`config.mk`:
```
export PLATFORM = sky130hd
export DESIGN_NAME = parcel_sequencer
export DESIGN_NICKNAME = d
export VERILOG_FILES = /design/src/rtl/parcel_sequencer.sv
export SDC_FILE = /design/constraint.sdc
export NUM_CORES = 1
export LEC_CHECK = 0
export BUFFER_PORTS_ARGS = -buffer_cell sky130_fd_sc_hd__buf_2
export CAP_MARGIN = 20
export CORE_MARGIN = 1.5
export CORE_UTILIZATION = 50
export DETAILED_ROUTE_END_ITERATION = 8
export PLACE_DENSITY_LB_ADDON = 0.08
export SLEW_MARGIN = 20
export SYNTH_ARGS = -nofsm -noshare
export SYNTH_HDL_FRONTEND = slang
export SYNTH_SLANG_ARGS = --single-unit
export TNS_END_PERCENT = 100
```
`constraint.sdc`:
```
create_clock -name clk -period 10.81 [get_ports clk]
set_clock_uncertainty 0.05 [all_clocks]
set_input_delay 0 -clock clk [delete_from_list [all_inputs] [get_ports clk]]
set_output_delay 0 -clock clk [all_outputs]
set_load 0.005 [all_outputs]
```
`src/rtl/parcel_sequencer.sv`:
```
// Issue-side parcel buffer: splits 64-bit fetch words into 16-bit parcels and presents the
// current instruction (gh, i, j, k, LIP) with its parcel address P; restarts on branches.
module parcel_sequencer #(
  parameter int unsigned PADDR_W = 22
) (
  input  logic               clk,
  input  logic               rst,
  input  logic [63:0]        i_word,
  input  logic               i_word_valid,
  output logic               o_word_ready,
  output logic [PADDR_W-3:0] o_fetch_addr,
  input  logic               i_issue,
  input  logic               i_branch,
  input  logic [PADDR_W-1:0] i_branch_paddr,
  output logic               o_valid,
  output logic [6:0]         o_instr,
  output logic [2:0]         o_cip_i,
  output logic [2:0]         o_cip_j,
  output logic [2:0]         o_cip_k,
  output logic [15:0]        o_lip,
  output logic               o_two_parcel,
  output logic [PADDR_W-1:0] o_p
);

  localparam int unsigned FA_W = PADDR_W - 2;

  logic [63:0]        w0_q, w0_d;
  logic [63:0]        w1_q, w1_d;
  logic [1:0]         count_q, count_d;
  logic [1:0]         ptr_q, ptr_d;
  logic [FA_W-1:0]    fetch_addr_q, fetch_addr_d;
  logic [PADDR_W-1:0] p_q, p_d;

  logic [15:0] cip_c;
  logic [15:0] lip_c;
  logic        two_c;
  logic        valid_c;
  logic        ready_c;
  logic        accept_c;
  logic        fire_c;
  logic        pop_c;
  logic [2:0]  adv_c;
  logic [2:0]  ptr_sum_c;

  // Opcodes (octal gh) that carry a second parcel.
  function automatic logic is_two_parcel(input logic [6:0] gh);
    logic r;
    r = 1'b0;
    if (gh >= 7'o006 && gh <= 7'o021) r = 1'b1;
    if (gh == 7'o040 || gh == 7'o041) r = 1'b1;
    if (gh >= 7'o100 && gh <= 7'o137) r = 1'b1;
    return r;
  endfunction

  // Current/lower parcel selection and completeness of the current instruction.
  always_comb begin
    cip_c = 16'h0000;
    lip_c = 16'h0000;
    case (ptr_q)
      2'd0: begin cip_c = w0_q[63:48]; lip_c = w0_q[47:32]; end
      2'd1: begin cip_c = w0_q[47:32]; lip_c = w0_q[31:16]; end
      2'd2: begin cip_c = w0_q[31:16]; lip_c = w0_q[15:0];  end
      default: begin cip_c = w0_q[15:0]; lip_c = w1_q[63:48]; end
    endcase
    two_c   = is_two_parcel(cip_c[15:9]);
    valid_c = (count_q != 2'd0) && (!two_c || (ptr_q != 2'd3) || (count_q == 2'd2));
  end

  always_comb begin
    o_valid      = valid_c;
    o_instr      = 7'd0;
    o_cip_i      = 3'd0;
    o_cip_j      = 3'd0;
    o_cip_k      = 3'd0;
    o_lip        = 16'h0000;
    o_two_parcel = 1'b0;
    if (count_q != 2'd0) begin
      o_instr      = cip_c[15:9];
      o_cip_i      = cip_c[8:6];
      o_cip_j      = cip_c[5:3];
      o_cip_k      = cip_c[2:0];
      o_two_parcel = two_c;
      o_lip        = two_c ? lip_c : 16'h0000;
    end
  end

  assign ready_c      = (count_q < 2'd2) && !i_branch;
  assign o_word_ready = ready_c;
  assign o_fetch_addr = fetch_addr_q;
  assign o_p          = p_q;

  // Next-state: branch flushes; otherwise issue advance and word accept may coincide.
  always_comb begin
    w0_d         = w0_q;
    w1_d         = w1_q;
    count_d      = count_q;
    ptr_d        = ptr_q;
    fetch_addr_d = fetch_addr_q;
    p_d          = p_q;

    accept_c  = i_word_valid && ready_c;
    fire_c    = i_issue && valid_c && !i_branch;
    adv_c     = two_c ? 3'd2 : 3'd1;
    ptr_sum_c = {1'b0, ptr_q} + adv_c;
    pop_c     = fire_c && ptr_sum_c[2];

    if (i_branch) begin
      count_d      = 2'd0;
      ptr_d        = i_branch_paddr[1:0];
      p_d          = i_branch_paddr;
      fetch_addr_d = i_branch_paddr[PADDR_W-1:2];
    end else begin
      if (fire_c) begin
        ptr_d = ptr_sum_c[1:0];
        p_d   = p_q + PADDR_W'(adv_c);
      end
      if (accept_c) begin
        fetch_addr_d = fetch_addr_q + FA_W'(1);
      end
      case ({pop_c, accept_c})
        2'b10: begin
          w0_d    = w1_q;
          count_d = count_q - 2'd1;
        end
        2'b01: begin
          if (count_q == 2'd0) w0_d = i_word;
          else                 w1_d = i_word;
          count_d = count_q + 2'd1;
        end
        // Accept only possible with one entry, which is the one being popped.
        2'b11: w0_d = i_word;
        default: ;
      endcase
    end
  end

  always_ff @(posedge clk or posedge rst) begin
    if (rst) begin
      w0_q         <= 64'd0;
      w1_q         <= 64'd0;
      count_q      <= 2'd0;
      ptr_q        <= 2'd0;
      fetch_addr_q <= '0;
      p_q          <= '0;
    end else begin
      w0_q         <= w0_d;
      w1_q         <= w1_d;
      count_q      <= count_d;
      ptr_q        <= ptr_d;
      fetch_addr_q <= fetch_addr_d;
      p_q          <= p_d;
    end
  end

endmodule

```
[Word level (Yosys, flattened, before mapping)]
Index checks and enable logic that the tools add are counted.
Storage, ports and cells
  word-level logic and storage cells: 73
  output and inout bits: 77
  register bits: 174
  input bits: 91
Operators by class
  bitwise gates (word level): 2
  multiplexer cells: 23
  add/subtract/negate cells: 5
  reductions and logical operators: 22
  equality and inequality tests: 10
  magnitude comparators: 5
Operators by type and width (count)
  $pmux 64 s3: 1
  $pmux 16 s3: 2
  $mux 64: 1
  $mux 22: 2
  $mux 20: 2
  $mux 16: 2
  $add 22x2->22: 1
  $add 20x1->20 const B: 1
  $eq 7x6->1 const B: 2
  $mux 3: 3
  $eq 2x2->1 const B: 4
  $logic_and 1x1->1: 8
  $mux 2: 4
  $ge 7x3->1 const B: 1
  $ge 7x7->1 const B: 1
  $le 7x5->1 const B: 1
  $le 7x7->1 const B: 1
  $mux 7: 1
  $reduce_and 3->1: 2
  $reduce_bool 2->1: 3
  $reduce_bool 3->1: 2
  $eq 2x1->1 const B: 2
  $logic_not 2->1: 2
  $mux 1: 4
  9 further kinds: 14

[Depth between registers and ports, before layout]
Gate-level depths: netlist of run 1.
  word-level depth: 17
  depth in mapped cells: 16
  mapped depth without buffers: 12

[Worst setup path before layout of run 1]
No wires, ideal clock.
  path kind: reg2reg
  start point: register ptr_q[1]
  end point: register w0_q[10]
  path buffers: 5
  stages on the path, launching flop included: 17
  setup slack: 6937 ps
  arrival time: 3711 ps
  setup time: 111 ps
  data required time: 10649 ps
  period minus slack after synthesis: 3873 ps
  cell sequence: dfrtp_1 buf_2 mux4_2 a21o_1 a21oi_2 o21ai_1 clkbuf_1 inv_1 ha_1 inv_1 fa_1 nand2b_1 clkbuf_1 o41a_1 buf_2 buf_6 a222oi_1
On the way
  word-level cells in the longest chain between the ends: 17
  elaborated cells between the ends (all ways): 33
  classes of those cells: add/sub (1); order compare (4); eq/ne (9); mux (6); reduce/logical (13)
RTL lines
  start: declaration: RTL line 30  | logic [1:0] ptr_q, ptr_d;
  start signal: assignment: RTL line 149  | ptr_q <= ptr_d;
  branches (longest 13 deep; another with $ge 7x3->1)
  $logic_and 1x1->1 *: RTL line 105  | pop_c = fire_c && ptr_sum_c[2];
  $eq 2x1->1 or $eq 2x2->1 (tied branches): RTL line 120  | case ({pop_c, accept_c})
  $ne 2x2->1 (no line) or $reduce_bool 3->1 (tied branches)
  $reduce_and 3->1 (no line)
  end signal: assignment: RTL line 146  | w0_q <= w0_d;
  end: declaration: RTL line 27  | logic [63:0] w0_q, w0_d;
Every way passes the cells marked *.
A chain may end at the register's enable or synchronous reset.

[Worst setup path in the final report of run 1]
  start point: register ptr_q[0]
  end point: register w0_q[63]
Same word-level chain as after synthesis.

==> metrics, run 1 <==
post-route clock period utilization 42.4%; min cycle time layout 4.59 ns; crit path launch type register; # rows 49; Synthesis Warnings 0; Post-CTS Resized 0; Core ar. 18000 um2; post-synthesis net count 977; wirelength, routed 24.0 mm; htree depth 4; Max-Cap Viols 0; P_leak 6.11 nW; setup TNS 0 ns; area grow syn2layout 27.1%; ys flop type dfrtp_1; first-pass GRT wire length 39.4 mm; Max VDD drop 0.127 mV; Area after DPL 10100 um2; share of layout cells above drive strength 1 22.8%; most frequent cells in the layout inv_1 (201), dfrtp_1 (173), buf_2 (167), dlygate4sd3_1 (88), mux2i_1 (65); Worst-path clk slew 0.07 ns; CTS tree yes; relative slew slack 43.8%; vias in the first global route 7381; Setup Crit Path Kind register to register; clock insertion delay at the later pin of the skew report 0.44 ns; # IOs 168; DR iter-0 viols 787; Num CTS Buffers 17; area of the mapped netlist 9140 um2; routed vias/inst 5.56; I/O Buffers 167; pin count of the biggest net entering global routing 112; routability congestion estimate 0.786; Setup violations, final 0; post-route DRC violation count 0; total power 2.41 mW; Avg Synthesized Cell Area 10.4 um2; Clock Path Buffers 2; dominant cells by area after synthesis dfrtp_1 (48%), inv_1 (8.3%), mux4_2 (7.9%), mux2i_1 (7.1%), a222oi_1 (7.0%); DP HPWL 15.5 mm; worst slack at placement 5.90 ns; antenna viol nets, final 0; Design Area, Final 11600 um2; diode count 0; most common cell after layout, fill and taps aside inv_1; Layout Cells excl Fill 1349; RSZ-0062 raised after global routing no; clk sink count 174; First-pass DRT Iterations 8; Achievable Freq 218 MHz; fin worst setup slack 6.22 ns; die area 19100 um2; Fin Hold WS 0.0223 ns; total global routing overflow 0; die width 138 um; status completed; Worst Max-Slew Pin Slew 0.843 ns; Yosys cell types 53; Arrival @ worst endpoint 4.85 ns; Cells after Synth 880; CP endpoint kind register; asr flop ratio synth 100%; initial antenna violation count 0; Final Hold Fails 0; Synth area leader dfrtp_1; final core utilization 64.7%; Critical Path RT 11.07 ns; PD cells 207 nW/um2; Seq/Total Area, Yosys 47.6%; flop and latch count out of synthesis 174; die height 138 um; initial core utilization 50.9%; GR Util All Layers 25.9%; Final Max Tran Viols 0; hold buffers post-CTS 88; Root Driver clkbuf_16; proportion of netlist area held by the largest area contributor 47.6%; Routed wire per std cell 17.8 um; Final #Nets 1204; Post-Place Cells 1228; number of synthesized flops with an enable pin 0; Vias 7500; worst hold path class primary input to async pin; post-CTS setup buffers 0; critical-path maximum fanout 64
kinds of logic (layout without fill, tap and decap cells):
logic type | after synthesis | after routing | synth area share, %
flops | 174 | 174 | 47.6
xor+xnor | 14 | 14 | 1.34
buf+inv | 261 | 501 | 11.2
fa+ha+maj | 6 | 6 | 0.986
mux | 97 | 97 | 15.0
compound gates | 144 | 144 | 13.0
simple gates | 184 | 184 | 10.9
report_power, final:
part | switching [mW] | internal, mW | total, mW
logic | 0.373 | 0.383 | 0.756
clock network | 0.285 | 0.326 | 0.611
registers | 0.160 | 0.881 | 1.04
total | 0.818 | 1.59 | 2.41
path summary, 6_finish.rpt:
check                          from    endpoint  slack [ns]  depth (start not counted)
max in group asynchronous       rst    ptr_q[0]        9.48                          4
min in group clk           i_branch  count_q[0]        0.06                          3
setup reg to reg           ptr_q[0]    w0_q[63]        6.22                         12
hold / removal                  rst    w1_q[36]        0.02                          3
setup / recovery           ptr_q[0]    w0_q[63]        6.22                         12
hold reg to reg             w1_q[0]     w1_q[0]        0.47                          2
cells in the mapped netlist (all sizes together), types with 2 or more instances:
cell type  count
nand2         31
xor2           7
and4           3
o41ai          2
a21oi         16
or4            8
nor3b          3
nand3         17
o21ai         16
a21o           2
nand4         11
nand3b         3
or3            7
a211oi         2
nor4b          2
and3          23
nor2          35
a222oi        64
o31ai          8
o211ai         7
o311ai         4
mux4          32
xnor2          7
nor3           6
inv          202
mux2i         65
dfrtp        174
clkbuf        29
nor2b          2
o31a           3
a31oi         11
nor4           5
or2            3
and2          18
buf           30
nand2b         5
a31o           2
ha             4
fa             2
o41a           2
registers in the layout, indices dropped and copies added (netlist names):
signal and count:
ptr_q 2, w1_q 64, o_fetch_addr 20, w0_q 64, o_p 22, count_q 2
metal layers:
| metal | track usage, % | vias up | part of all wire [%] |
|---|---|---|---|
| met1 | 37.6 | 3689 | 46 |
| met4 | 8.37 | 0 | 1.5 |
| met2 | 40.5 | 215 | 47 |
| met3 | 3.53 | 28 | 4.8 |
| met5 | 0 | - | 0 |
| li1 | - | 3568 | - |
final cells by class:
cell class                 count  area [um2]
fill                        1503        6350
sequential                   174        4360
multi-input combinational    445        3800
timing repair buffer         267        1830
inverter                     202         763
clock buffer                  17         425
tap                          229         287
clock inverter                15         151
worst max-delay path: stages, from the launching register on:
cell and delay (ns):
dfrtp_4 0.83, mux4_2 0.63, a21o_1 0.19, a21oi_2 0.20, o21ai_1 0.10, inv_1 0.13, ha_1 0.16, inv_1 0.05
fa_1 0.36, nand2b_1 0.35, o41a_2 0.54, buf_4 0.33, a222oi_1 0.46
Note: power is estimated with default switching activity, not from simulation.
==> run 2, diff against run 1 <==
clock period = 4.26 ns   (was 10.81 ns; I/O delays follow)
==> run 2 against run 1 <==
Net effect: hold slack better by 0.029 ns; wire length up 2.1%; critical path depth unchanged; utilization up 0.63 points; largest power group unchanged; highest routed layer is now met5.
==> metrics, run 2 (synthesis results as in run 1) <==
first-pass GRT wire length 40.6 mm (+3.2%); critical-path maximum fanout 56 (-13%); htree depth 4 (unchanged); # IOs 168 (unchanged); Max VDD drop 0.306 mV (+140%); clk sink count 174 (unchanged); Hold Crit Endpoint o_p[17]; area grow syn2layout 28.3%; r2r setup slk 0.37 ns (-5.85 ns); First-pass DRT Iterations 9 (+1); DP HPWL 16.3 mm (+5.2%); die width 138 um (unchanged); Final #Nets 1211 (+0.58%); Critical Path RT 4.51 ns (-6.56 ns); CP delay by family, top compound AO/OA/AOI/OAI gates; buffers and inverters on the worst path 3 (unchanged); post-route clock period utilization 91.2% (+49 points); most used cell, CP inv_1; antenna viol nets, final 0 (unchanged); share of layout cells above drive strength 1 23.2% (+0.39 points); RR Startpoint ptr_q[1]; total power 6.17 mW (+160%); Max-Cap Viols 0 (unchanged); vias in the first global route 7611 (+3.1%); GR Util All Layers 26.3% (+0.42 points); met1 wire length 11.0 mm (-0.68%); I/O Buffers 167 (unchanged); diode count 0 (unchanged); most frequent cells in the layout inv_1 (201), dfrtp_1 (173), buf_2 (167), dlygate4sd3_1 (89), mux2i_1 (65); pin count of the biggest net entering global routing 80 (-29%); Routed met2 length 11.6 mm (+1.9%); met3 WL 1.37 mm (+18%); clock insertion delay at the later pin of the skew report 0.42 ns (-0.02 ns); Top Layer Used met5; die height 138 um (unchanged); Setup Crit Path Kind register to register; # rows 49 (unchanged); Num CTS Buffers 17 (unchanged); Worst Max-Slew Pin Slew 0.856 ns (+0.0131 ns); Vias 7680 (+2.4%); post-route DRC violation count 0 (unchanged); worst hold path class primary input to register; CTS tree yes; Worst-path clk slew 0.07 ns (about the same); Layout Cells excl Fill 1356 (+0.52%); DR iter-0 viols 667 (-15%); routed vias/inst 5.66 (+1.9%); Core ar. 18000 um2 (unchanged); relative slew slack 42.9% (-0.87 points); PD cells 526 nW/um2 (+150%); Final Max Tran Viols 0 (unchanged); crit path launch type register; Arrival @ worst endpoint 4.14 ns (-0.71 ns); CP Cell Sequence mux4_2, a21o_1, a21oi_2, o21ai_1, inv_1, ha_1, inv_1, fa_1, nand2b_1, o41a_2, buf_12, a222oi_1; Fin Hold WS 0.0510 ns (+0.0287 ns); R2R cell count 12 (unchanged); Routed wire per std cell 18.1 um (+1.6%); final core utilization 65.3% (+0.63 points); Setup violations, final 0 (unchanged); Worst Hold Launch i_issue; Area after DPL 10200 um2 (+1.1%); most common cell after layout, fill and taps aside inv_1; Worst path slowest cell o41a_2; RSZ-0062 raised after global routing no; initial antenna violation count 1 (+1); Achievable Freq 257 MHz (+18%); Clock Path Buffers 2 (unchanged); worst slack at placement 0.369 ns (-5.53 ns); setup TNS 0 ns (unchanged); status completed; fin worst setup slack 0.374 ns (-5.85 ns); die area 19100 um2 (unchanged); CP endpoint kind register; cell depth of the worst hold path 4; Post-Place Cells 1234 (+0.49%); routability congestion estimate 0.853 (+8.6%); wirelength, routed 24.5 mm (+2.1%); min cycle time layout 3.89 ns (-0.700 ns); P_leak 6.15 nW (+0.70%); reg2reg end w0_q[14]; Root Driver clkbuf_16; Final Hold Fails 0 (unchanged); CP max stage delay 0.60 ns (-0.23 ns); Design Area, Final 11700 um2 (+0.97%); initial core utilization 50.9% (unchanged); total global routing overflow 0 (unchanged)
run 2: worst max-delay path by stage:
stage                    end     start  depth (start not counted)  slack (ns)
floorplan           w0_q[10]  ptr_q[1]                         16        0.39
global placement    w0_q[14]  ptr_q[1]                         12        0.47
detailed placement  w0_q[55]  ptr_q[1]                         12        0.37
CTS                 w0_q[55]  ptr_q[1]                         12        0.36
global route        w0_q[12]  ptr_q[1]                         12        0.11
finish              w0_q[14]  ptr_q[1]                         12        0.37
run 2: final cells by class:
class / instances / area (um2)
fillers: 1447 / 6240
inverters: 202 / 762
repair buffers: 274 / 1940
clock buffers: 17 / 425
clock inverters: 15 / 161
multi-input cells: 445 / 3800
flip-flops and latches: 174 / 4360
well taps: 229 / 287
run 2: report_power, final:
group	leakage (nW)	total, mW	switching (mW)	internal (mW)
registers	1.93	2.63	0.393	2.24
logic	3.94	1.98	0.987	0.994
clock network	0.282	1.56	0.685	0.873
total	6.15	6.17	2.06	4.10
run 2: per-layer routing:
| layer | GRT usage [%] | vias up |
|---|---|---|
| met1 | 38.4 | 3766 |
| met3 | 3.74 | 31 |
| li1 | - | 3578 |
| met5 | 0 | - |
| met2 | 41.1 | 303 |
| met4 | 8.03 | 2 |
run 2: tightest hold or removal path, cell delays in order:
cell	delay, ns
buf_2	0.12
nand2_1	0.15
nor3_1	0.07
a21oi_1	0.12
run 2: what timing repair did:
| item | CTS | global route |
|---|---|---|
| buffers inserted | 0 | 0 |
| gates resized for setup | 0 | 0 |
| hold buffers | 89 | 0 |
| hold endpoints to repair | 215 | 0 |
